File: src/rtl/div_sequencer_pkg.sv
// div_sequencer_pkg: ALU operation codes, flag type and divider FSM states.
package div_sequencer_pkg;
  typedef enum logic [3:0] {
    ALU_ADD, ALU_SUB, ALU_AND, ALU_OR, ALU_XOR, ALU_SLL, ALU_SRL, ALU_SRA,
    ALU_SLT, ALU_SLTU, ALU_MUL, ALU_DIV, ALU_DIVU, ALU_REM, ALU_REMU
  } alu_operation_t;
  typedef enum logic {LOW = 1'b0, HIGH = 1'b1} flag_t;
  typedef enum logic [1:0] {IDLE, BUSY, DONE} div_state_t;
  function automatic logic is_div_op(input alu_operation_t op);
    return op == ALU_DIV || op == ALU_DIVU || op == ALU_REM || op == ALU_REMU;
  endfunction
  function automatic logic is_signed_op(input alu_operation_t op);
    return op == ALU_DIV || op == ALU_REM;
  endfunction
  function automatic logic is_rem_op(input alu_operation_t op);
    return op == ALU_REM || op == ALU_REMU;
  endfunction
endpackage

File: src/rtl/div_core.sv
// div_core: one restoring-division step; remainder carries an extra bit so the
// trial subtraction sign is visible.
module div_core #(
  parameter int W = 32
) (
  input  logic [W:0]   rem_i,
  input  logic [W-1:0] quo_i,
  input  logic [W-1:0] dvs_i,
  output logic [W:0]   rem_o,
  output logic [W-1:0] quo_o
);
  logic [W+1:0] sh, df;
  assign sh    = {rem_i, quo_i[W-1]};
  assign df    = sh - {2'b00, dvs_i};
  assign rem_o = df[W+1] ? sh[W:0] : df[W:0];
  assign quo_o = {quo_i[W-2:0], ~df[W+1]};
endmodule

File: src/rtl/div_sequencer.sv
// div_sequencer: multi-cycle DIV/DIVU/REM/REMU sequencer with pipeline stall.
// Optional last-result cache enabled by defining DIV_RESULT_CACHE_EN.
module div_sequencer
  import div_sequencer_pkg::*;
#(
  parameter int DATA_WIDTH = 32
) (
  input  logic                  clk,
  input  logic                  rst_n,
  input  logic                  start_i,
  input  alu_operation_t        op_sel_i,
  input  logic [DATA_WIDTH-1:0] bus_a_i,
  input  logic [DATA_WIDTH-1:0] bus_b_i,
  input  logic                  flush_i,
  output logic                  busy_o,
  output logic                  stall_o,
  output logic                  done_o,
  output logic [DATA_WIDTH-1:0] out_o,
  output flag_t                 div_zero_o
);
  localparam int W  = DATA_WIDTH;
  localparam int CW = $clog2(W);
  div_state_t state_q, state_d;
  logic [CW-1:0] cnt_q;
  logic [W:0] rem_q, rem_n;
  logic [W-1:0] quo_q, quo_n, dvs_q, fq_q, fr_q, out_q, abs_a, abs_b, min_v, c_q, c_r, res;
  logic sgn, a_neg, b_neg, is_zero, is_ovf, hit, accept, is_rem_q, neg_q_q, neg_r_q, dz_q;
  assign min_v   = {1'b1, {(W-1){1'b0}}};
  assign sgn     = is_signed_op(op_sel_i);
  assign a_neg   = sgn && bus_a_i[W-1];
  assign b_neg   = sgn && bus_b_i[W-1];
  assign abs_a   = a_neg ? -bus_a_i : bus_a_i;
  assign abs_b   = b_neg ? -bus_b_i : bus_b_i;
  assign is_zero = bus_b_i == '0;
  assign is_ovf  = sgn && bus_a_i == min_v && bus_b_i == '1;
  assign accept  = state_q == IDLE && start_i && is_div_op(op_sel_i) && !flush_i;
  div_core #(.W(W)) u_core (
    .rem_i(rem_q), .quo_i(quo_q), .dvs_i(dvs_q), .rem_o(rem_n), .quo_o(quo_n)
  );
  always_ff @(posedge clk or negedge rst_n)
    if (!rst_n) state_q <= IDLE;
    else        state_q <= state_d;
  always_comb begin
    state_d = state_q;
    if (flush_i) state_d = IDLE;
    else if (accept) state_d = (is_zero || is_ovf || hit) ? DONE : BUSY;
    else if (state_q == BUSY && cnt_q == '0) state_d = DONE;
    else if (state_q == DONE) state_d = IDLE;
  end
  assign busy_o     = state_q != IDLE;
  assign stall_o    = (start_i && is_div_op(op_sel_i) && state_q == IDLE) || state_q == BUSY;
  assign done_o     = state_q == DONE && !flush_i;
  assign res        = is_rem_q ? fr_q : fq_q;
  assign out_o      = done_o ? res : out_q;
  assign div_zero_o = flag_t'(done_o && dz_q);
  always_ff @(posedge clk or negedge rst_n)
    if (!rst_n) begin
      cnt_q    <= '0;
      rem_q    <= '0;
      quo_q    <= '0;
      dvs_q    <= '0;
      fq_q     <= '0;
      fr_q     <= '0;
      out_q    <= '0;
      is_rem_q <= 1'b0;
      neg_q_q  <= 1'b0;
      neg_r_q  <= 1'b0;
      dz_q     <= 1'b0;
    end else begin
      if (accept) begin
        cnt_q    <= CW'(W - 1);
        rem_q    <= '0;
        quo_q    <= abs_a;
        dvs_q    <= abs_b;
        is_rem_q <= is_rem_op(op_sel_i);
        neg_q_q  <= a_neg ^ b_neg;
        neg_r_q  <= a_neg;
        dz_q     <= is_zero;
        fq_q     <= is_zero ? '1 : is_ovf ? min_v : c_q;
        fr_q     <= is_zero ? bus_a_i : is_ovf ? '0 : c_r;
      end else if (state_q == BUSY) begin
        rem_q <= rem_n;
        quo_q <= quo_n;
        cnt_q <= cnt_q - 1'b1;
        if (cnt_q == '0) begin
          fq_q <= neg_q_q ? -quo_n : quo_n;
          fr_q <= neg_r_q ? -rem_n[W-1:0] : rem_n[W-1:0];
        end
      end
      if (done_o) out_q <= res;
    end
`ifdef DIV_RESULT_CACHE_EN
  logic c_vld_q, c_sgn_q, k_sgn_q;
  logic [W-1:0] c_a_q, c_b_q, c_q_q, c_r_q, k_a_q, k_b_q;
  // Entry survives flush; only reset invalidates it.
  always_ff @(posedge clk or negedge rst_n)
    if (!rst_n) begin
      c_vld_q <= 1'b0;
      c_sgn_q <= 1'b0;
      k_sgn_q <= 1'b0;
      c_a_q   <= '0;
      c_b_q   <= '0;
      c_q_q   <= '0;
      c_r_q   <= '0;
      k_a_q   <= '0;
      k_b_q   <= '0;
    end else begin
      if (accept) begin
        k_a_q   <= bus_a_i;
        k_b_q   <= bus_b_i;
        k_sgn_q <= sgn;
      end
      if (state_q == DONE) begin
        c_vld_q <= 1'b1;
        c_a_q   <= k_a_q;
        c_b_q   <= k_b_q;
        c_sgn_q <= k_sgn_q;
        c_q_q   <= fq_q;
        c_r_q   <= fr_q;
      end
    end
  assign hit = c_vld_q && c_a_q == bus_a_i && c_b_q == bus_b_i && c_sgn_q == sgn;
  assign c_q = c_q_q;
  assign c_r = c_r_q;
`else
  assign hit = 1'b0;
  assign c_q = '0;
  assign c_r = '0;
`endif
endmodule

File: config.mk
export PLATFORM = sky130hd
export DESIGN_NAME = div_sequencer
export DESIGN_NICKNAME = d
export VERILOG_FILES = /design/src/rtl/div_sequencer_pkg.sv /design/src/rtl/div_core.sv /design/src/rtl/div_sequencer.sv
export SDC_FILE = /design/constraint.sdc
export NUM_CORES = 1
export LEC_CHECK = 0
export BUFFER_PORTS_ARGS = -buffer_cell sky130_fd_sc_hd__buf_4
export CORE_UTILIZATION = 30
export DETAILED_ROUTE_END_ITERATION = 12
export PLACE_DENSITY = 0.57
export SLEW_MARGIN = 10
export SYNTH_ARGS = -nofsm -noshare
export SYNTH_HDL_FRONTEND = slang
export SYNTH_SLANG_ARGS = --single-unit
File: constraint.sdc
create_clock -name clk -period 4.8 [get_ports clk]
set_input_delay 0.48 -clock clk [delete_from_list [all_inputs] [get_ports clk]]
set_output_delay 0.48 -clock clk [all_outputs]
set_load 0.03 [all_outputs]
==> impl_metrics.yaml, run 1 <==
die:
  dieArea_um2: 48000
  die_x_um: 219
  rows: 79
  core-area_um2: 46500
  initial_utilization_pct: 30.4
  die_h_um: 219
  io_pins: 108
layout:
  area_delta_synth_final_pct: 20.4
  fin_cells: 2440
  antenna_cells: 0
  n_fill_cell: 4796
  fin_nets: 1925
  utilization_pct: 36.6
  drive_gt1_share_pct: 17.1
clock_tree:
  cts_buffers: 26
  htree_num_levels: 1
  insertion_delay_ns: 0.56
  cts_tree: "done"
  clock_path_buffers: 3
  clk_pin_slew_ns: 0.06
  root_buffer: "clkbuf_16"
  clock_sinks: 204
  ctsHoldBuffers: 0
synthesis:
  muxShareOfSynthArea_pct: 4.35
  ys_seq_elements: 204
  yosys.area_share.simple_pct: 17.6
  synth_edf_count: 0
  post-synth-top-count-cell: "dfrtp_1"
  syn-num-nets: 1810
  synth_adder_area_share_pct: 3.59
  syn_area_per_cell_um2: 8.32
  synth.distinct_cells: 85
  ys_top_cells_by_area: "dfrtp_1 (36%), o21ai_0 (6.7%), a21oi_1 (5.6%)"
  synth.top_cell.area_share_pct: 36.1
  seq_area_frac_synth_pct: 36.1
  async_reset_ff_share_pct: 100
  synth_area_um2: 14100
  ys_warn_count: 0
  ys.flop_type: "dfrtp_1"
  postSynthCellCount: 1698
  synth_top_family_by_area: "compound AO/OA/AOI/OAI gates"
  synth_xor_xnor_area_share_pct: 8.80
  synth_common_cells: "dfrtp_1 (204), o21ai_0 (190), a21oi_1 (158)"
  synth-compound-area-share_pct: 24.7
  synth_largest_area_cell: "dfrtp_1"
detailed_routing:
  drt-initial-drc-count: 984
  drt_first_pass_iters: 5
  wl_per_cell_um: 19.1
  drtAntennaViolNets: 0
  vias: 13200
  drt_wl_total_um: 46500
  drc: 0
  vias_per_cell: 5.41
timing:
  setup_violations: 0
  worst_slew_pin_slew_ns: 1.20
  rsz0062_at_grt: "no"
  period_needed_ns: 4.56
  fin_worst_skew_ns: 0.0147
  final_max_slew_viol_count: 0
  hold_slack_ns: -0.0121
  fmax_mhz: 219
  period_share_pct: 95.1
  hold_viol_final: 17
  slew_headroom_pct: 19.9
critical_path:
  path_max_fanout: 62
  start_kind: "flop"
  crit_required_ns: 5.22
  path_class: "reg2reg"
  r2r_cells: 15
  cp_data_arrival_time_ns: 4.98
  critical_path.endpoint_type: "flop"
  r2r_slack_ns: 0.24
power:
  fin_total_pwr_mw: 11.9
  comb_power_share_pct: 61.4
  ir_drop_mv: 0.564
  pwr-share-clk_pct: 16.3
  p_int_mw: 6.23
  power.share.switching_pct: 47.6
  p_seq_share_pct: 22.4
  p_leak_nw: 7.13
  p_per_area_nw_per_um2: 698
  p_switching_mw: 5.66
placed_design:
  numPortBuffers: 107
  dp_cells: 2391
  gp_congestion: 0.884
  hpwl_um: 34000
global_route:
  antenna_found_initial: 1
  grt_usage_pct: 19.2
  grt_pass1_wl_um: 72300
  grt_overflow: 0
  grt_max_degree: 88
  grt_pass1_vias: 12500
outcome:
  failed_checks: "negative hold slack"
  status: "finished, violations left"
flow_run:
  cap_violations: 0
hold_path:
  hold_class: "in2async"
-- cells in the final DEF (no fill, tap or decap), drive strengths merged, types with 14 or more instances in the layout --
cell type and instances:
dfrtp 204, nor3 39, a21oi 160, a211oi 14, a22oi 34, o21ai 204, o31ai 30, xor2 68
or3 25, nand3 57, xnor2 74, nand2b 16, nand2 150, clkbuf 37, nor2 136, nor4 23
a21o 18, inv 61, buf 197, mux2i 58, ha 39, nand4 23
-- critical path, cell delays in order (launching register included) --
cell and delay (ns):
dfrtp_1 0.42, ha_1 0.33, nand4_1 0.19, nor2_1 0.06, a221o_1 0.38, o211a_1 0.28
a211oi_4 0.25, buf_6 0.18, buf_4 0.63, mux2i_1 0.31, a2111oi_2 0.44, buf_4 0.19
nand4_1 0.09, o21ai_1 0.30, xnor2_1 0.22, a21oi_1 0.11
-- per-stage QoR --
| step | area [um^2] | setup slack, ns | setup TNS, ns |
|---|---|---|---|
| finish | 17000 | 0.236 | 0 |
| global route | 17000 | 0.0133 | 0 |
| CTS | 16900 | 0.00268 | 0 |
| detailed placement | 16000 | 0.00487 | 0 |
| global placement | 16000 | 0.0618 | 0 |
| floorplan | 14200 | -0.176 | -0.365 |
-- kinds of logic (layout without fill, tap and decap cells) --
kind of cell | Yosys count | in the layout
mux | 61 | 61
compound gates | 561 | 561
xor+xnor | 142 | 142
simple gates | 518 | 518
flops | 204 | 204
buf+inv | 172 | 307
fa+ha+maj | 40 | 40
-- path summary, 6_finish.rpt --
check,start,to
min in group clk,flush_i,state_q[1]$_DFFE_PN0P_
hold reg to reg,dvs_q[12]$_DFFE_PN0P_,dvs_q[12]$_DFFE_PN0P_
setup / recovery,rem_q[8]$_DFFE_PN0P_,fr_q[25]$_DFFE_PN0P_
hold / removal,rst_n,out_q[9]$_DFF_PN0_
setup reg to reg,rem_q[8]$_DFFE_PN0P_,fr_q[25]$_DFFE_PN0P_
max in group asynchronous,rst_n,dvs_q[28]$_DFFE_PN0P_
-- final cells by class --
class	count	area [um^2]	area share, %
clock buffers	36	728	4.28
clock inverters	12	110	0.647
inverters	61	229	1.35
multi-input cells	1322	8590	50.5
flip-flops and latches	204	5110	30.0
well taps	607	759	4.46
repair buffers	198	1500	8.79
-- flip-flops by register name, summed over array words and instances, names as in the netlist --
signal    count
fq_q         32
cnt_q         5
out_q        32
state_q       2
quo_q        32
neg_q_q       1
dvs_q        32
neg_r_q       1
rem_q        33
fr_q         32
dz_q          1
is_rem_q      1
-- routing by layer --
metal | share of wire, % | track usage (%)
met1 | 48 | 28.3
met2 | 44 | 29.4
met3 | 6.0 | 2.76
met4 | 1.7 | 3.75
met5 | 0 | 0
-- what timing repair did --
item | 4_1_cts | 5_1_grt
resized for setup | 0 | 24
buffers inserted | 0 | 1
setup endpoints to repair | 1 | 11
pin swaps | 1 | 9
-- power groups by stage --
stage               Sequential, mW  Combinational (mW)  Clock (mW)
floorplan                     2.53                4.89           0
global placement              2.64                7.03           0
detailed placement            2.67                7.07           0
CTS                           2.64                7.10        1.97
global route                  2.72                7.95        2.05
finish                        2.66                7.29        1.94
Power figures use the tool's default switching activity.
==> run 2, diff against run 1 <==
SYNTH_HIERARCHICAL = 1   (was not set)
==> run 2 against run 1 <==
The run now ends clean; setup slack worse by 0.11 ns; sequential cell count unchanged; combinational power down 2%; sequential share of layout area up 0.97 points; first-iteration DRC count up 3.0%; clock skew up 0.012 ns; core utilization down 0.31 points; cell count down 1.7%; die area down 2.3%; clock power about the same; synthesized cell count down 0.88%.
==> impl_metrics.yaml, run 2 <==
synthesis:
  synth.distinct_cells: 76
  synth_largest_area_cell: "dfrtp_1"
  seq_area_frac_synth_pct: 37.0
  ys_warn_count: 6
  ys.flop_type: "dfrtp_1"
  synth_common_cells: "nand2_1 (270), dfrtp_1 (204), a21oi_1 (171)"
  syn-num-nets: 1795
  ys_seq_elements: 204
  post-synth-top-count-cell: "nand2_1"
  synth_edf_count: 0
  ys_top_cells_by_area: "dfrtp_1 (37%), nand2_1 (7.3%), a21oi_1 (6.2%)"
  syn_area_per_cell_um2: 8.20
  async_reset_ff_share_pct: 100
  postSynthCellCount: 1683
  synth_area_um2: 13800
  synth.top_cell.area_share_pct: 37.0
layout:
  antenna_cells: 0
  largest_register: "rem_q"
  layout_commonest_cell: "nand2_1"
  area_delta_synth_final_pct: 19.4
  drive_gt1_share_pct: 16.3
  largest_reg_flops: 33
  final_cell_mix: "nand2_1 (270), dfrtp_1 (203), buf_4 (191), a21oi_1 (170), o21ai_0 (149)"
  n_fill_cell: 4725
  fin_nets: 1894
  design_area_um2: 16500
critical_path:
  r2r_slack_ns: 0.13
  worstReg2RegStart: "rem_q[11]$_DFFE_PN0P_"
  start_kind: "flop"
  path_class: "reg2reg"
  r2r_cells: 18
  worstReg2RegEnd: "fr_q[20]$_DFFE_PN0P_"
  path_common_cell: "o21ai_1"
  path_cells: "ha_1 -> nand4_1 -> or3b_1 -> a211oi_2 -> o31ai_2 -> and3_4 -> o31a_4 -> xor2_4 -> buf_4 -> clkbuf_16 -> nand2_1 -> o21ai_1 -> or4_4 -> or3_1 -> o21ai_1 -> xor2_1 -> nor2_1 -> a221o_1"
  cp_slowest_stage_delay_ns: 0.56
  crit_required_ns: 5.24
  cp_data_arrival_time_ns: 5.11
  critical_path.endpoint_type: "flop"
  slowest_stage: "or4_4"
  path_max_fanout: 15
detailed_routing:
  highest_layer: "met4"
  drt-initial-drc-count: 1014
  wl_per_cell_um: 19.1
  drt_first_pass_iters: 6
  vias_per_cell: 5.34
  wl_met2_um: 20100
  drc: 0
  wl_met1_um: 21500
  drtAntennaViolNets: 0
  drt_wl_total_um: 45700
  met3WireLength_um: 2560
  vias: 12800
timing:
  fin_ws_ns: 0.125
  setup_violations: 0
  fin_worst_skew_ns: 0.0271
  final_max_slew_viol_count: 0
  period_share_pct: 97.4
  slew_headroom_pct: 18.3
  hold_viol_final: 0
  worst_slew_pin_slew_ns: 1.21
  fmax_mhz: 214
  final.setup.tns_ns: 0
  period_needed_ns: 4.67
  rsz0062_at_grt: "yes"
outcome:
  status: "complete, no violations"
clock_tree:
  cts_tree: "done"
  htree_num_levels: 1
  cts_buffers: 24
  root_buffer: "clkbuf_16"
  clock_path_buffers: 3
  insertion_delay_ns: 0.56
  clk_pin_slew_ns: 0.07
  clock_sinks: 204
  ctsHoldBuffers: 0
die:
  initial_utilization_pct: 30.4
  core-area_um2: 45400
  die_x_um: 216
  rows: 78
  die_h_um: 216
  io_pins: 108
  dieArea_um2: 46900
global_route:
  grt_overflow: 0
  grt_usage_pct: 19.2
  grt_max_degree: 86
  grt_pass1_vias: 12100
  grt_pass1_wl_um: 70600
  antenna_found_initial: 0
hold_path:
  hold_class: "in2async"
flow_run:
  cap_violations: 0
placed_design:
  hpwl_um: 33500
  placed_area_um2: 15400
  gp_congestion: 0.904
  place_ws_ns: -0.373
  numPortBuffers: 107
power:
  fin_total_pwr_mw: 11.8
  p_leak_nw: 6.85
  p_per_area_nw_per_um2: 716
  ir_drop_mv: 0.353
## run 2: cell count changes after synthesis, sizes merged, moves of 11 or more
cell    change
buf        +28
a22oi      -28
nand3      -38
or4        +13
o21ai      -44
nor3       -18
or3        -12
o41ai      +11
a31oi      +12
clkbuf     -17
nand2     +121
and3       +11
mux2i      -22
a21oi      +11
## run 2: cell families after synthesis
logic type / Yosys count / share of synthesized area, %
buffers and inverters: 176 / 5.79
flip-flops: 204 / 37.0
multiplexers: 41 / 3.02
XOR/XNOR: 149 / 9.59
adder cells (fa/ha/maj): 40 / 3.68
AO/OA/AOI/OAI: 486 / 21.1
AND/OR/NAND/NOR: 587 / 19.8
## run 2: report_power, final
part	switching (mW)	total [mW]	internal, mW
Combinational	3.97	7.11	3.14
Clock	0.801	1.95	1.14
Sequential	0.522	2.74	2.22
Total	5.29	11.8	6.50
## run 2: metrics by stage
stage          hold slack, ns  instances  util, %
6_report              0.00868       2399     36.3
5_1_grt                0.0603       2399     36.3
4_1_cts                0.0267       2392     35.9
3_5_place_dp            0.470       2345     33.9
3_3_place_gp            0.462       2345     33.9
2_1_floorplan           0.184       1683        -
## run 2: worst max-delay path by stage
stage                           from              endpoint  slack [ns]  cells past startpoint
2_1_floorplan   rem_q[7]$_DFFE_PN0P_  fr_q[20]$_DFFE_PN0P_        0.33                     16
6_report       rem_q[11]$_DFFE_PN0P_  fr_q[20]$_DFFE_PN0P_        0.13                     18
3_5_place_dp   rem_q[21]$_DFFE_PN0P_  fr_q[27]$_DFFE_PN0P_       -0.37                     18
4_1_cts        rem_q[11]$_DFFE_PN0P_  fr_q[27]$_DFFE_PN0P_        0.05                     19
3_3_place_gp   rem_q[21]$_DFFE_PN0P_  fr_q[27]$_DFFE_PN0P_       -0.26                     18
5_1_grt        rem_q[11]$_DFFE_PN0P_  fr_q[31]$_DFFE_PN0P_       -0.06                     20
## run 2: final cells by class
| cell class | count | area [um^2] | share of cell area, % |
|---|---|---|---|
| Clock inverter | 13 | 165 | 1.00 |
| Sequential cell | 204 | 5110 | 31.0 |
| Inverter | 54 | 203 | 1.23 |
| Clock buffer | 30 | 663 | 4.02 |
| Multi-Input combinational cell | 1303 | 8100 | 49.1 |
| Timing Repair Buffer | 195 | 1500 | 9.09 |
| Tap cell | 600 | 751 | 4.56 |
## run 2: worst max-delay path: cells and delay by family (launching register included)
kind	cells	cell delay (ns)
AND/OR/NAND/NOR	7	1.87
XOR/XNOR	2	0.37
flip-flops	1	0.41
AO/OA/AOI/OAI	6	1.26
adder cells (fa/ha/maj)	1	0.31
buffers and inverters	2	0.33
## run 2: per-layer routing
metal  track usage, %  vias up
met1             27.5     6236
met4             6.81        0
li1                 -     6100
met5                0        -
met2             29.2      395
met3             2.69       72
## run 2: timing repair
action                                  in CTS  in global routing
buffers inserted                             4                  6
pin swaps                                    0                 14
endpoints found under the setup margin      14                 24
gates cloned                                 0                  1
gates resized for setup                      2                 30
endpoints found under the hold margin        0                  0
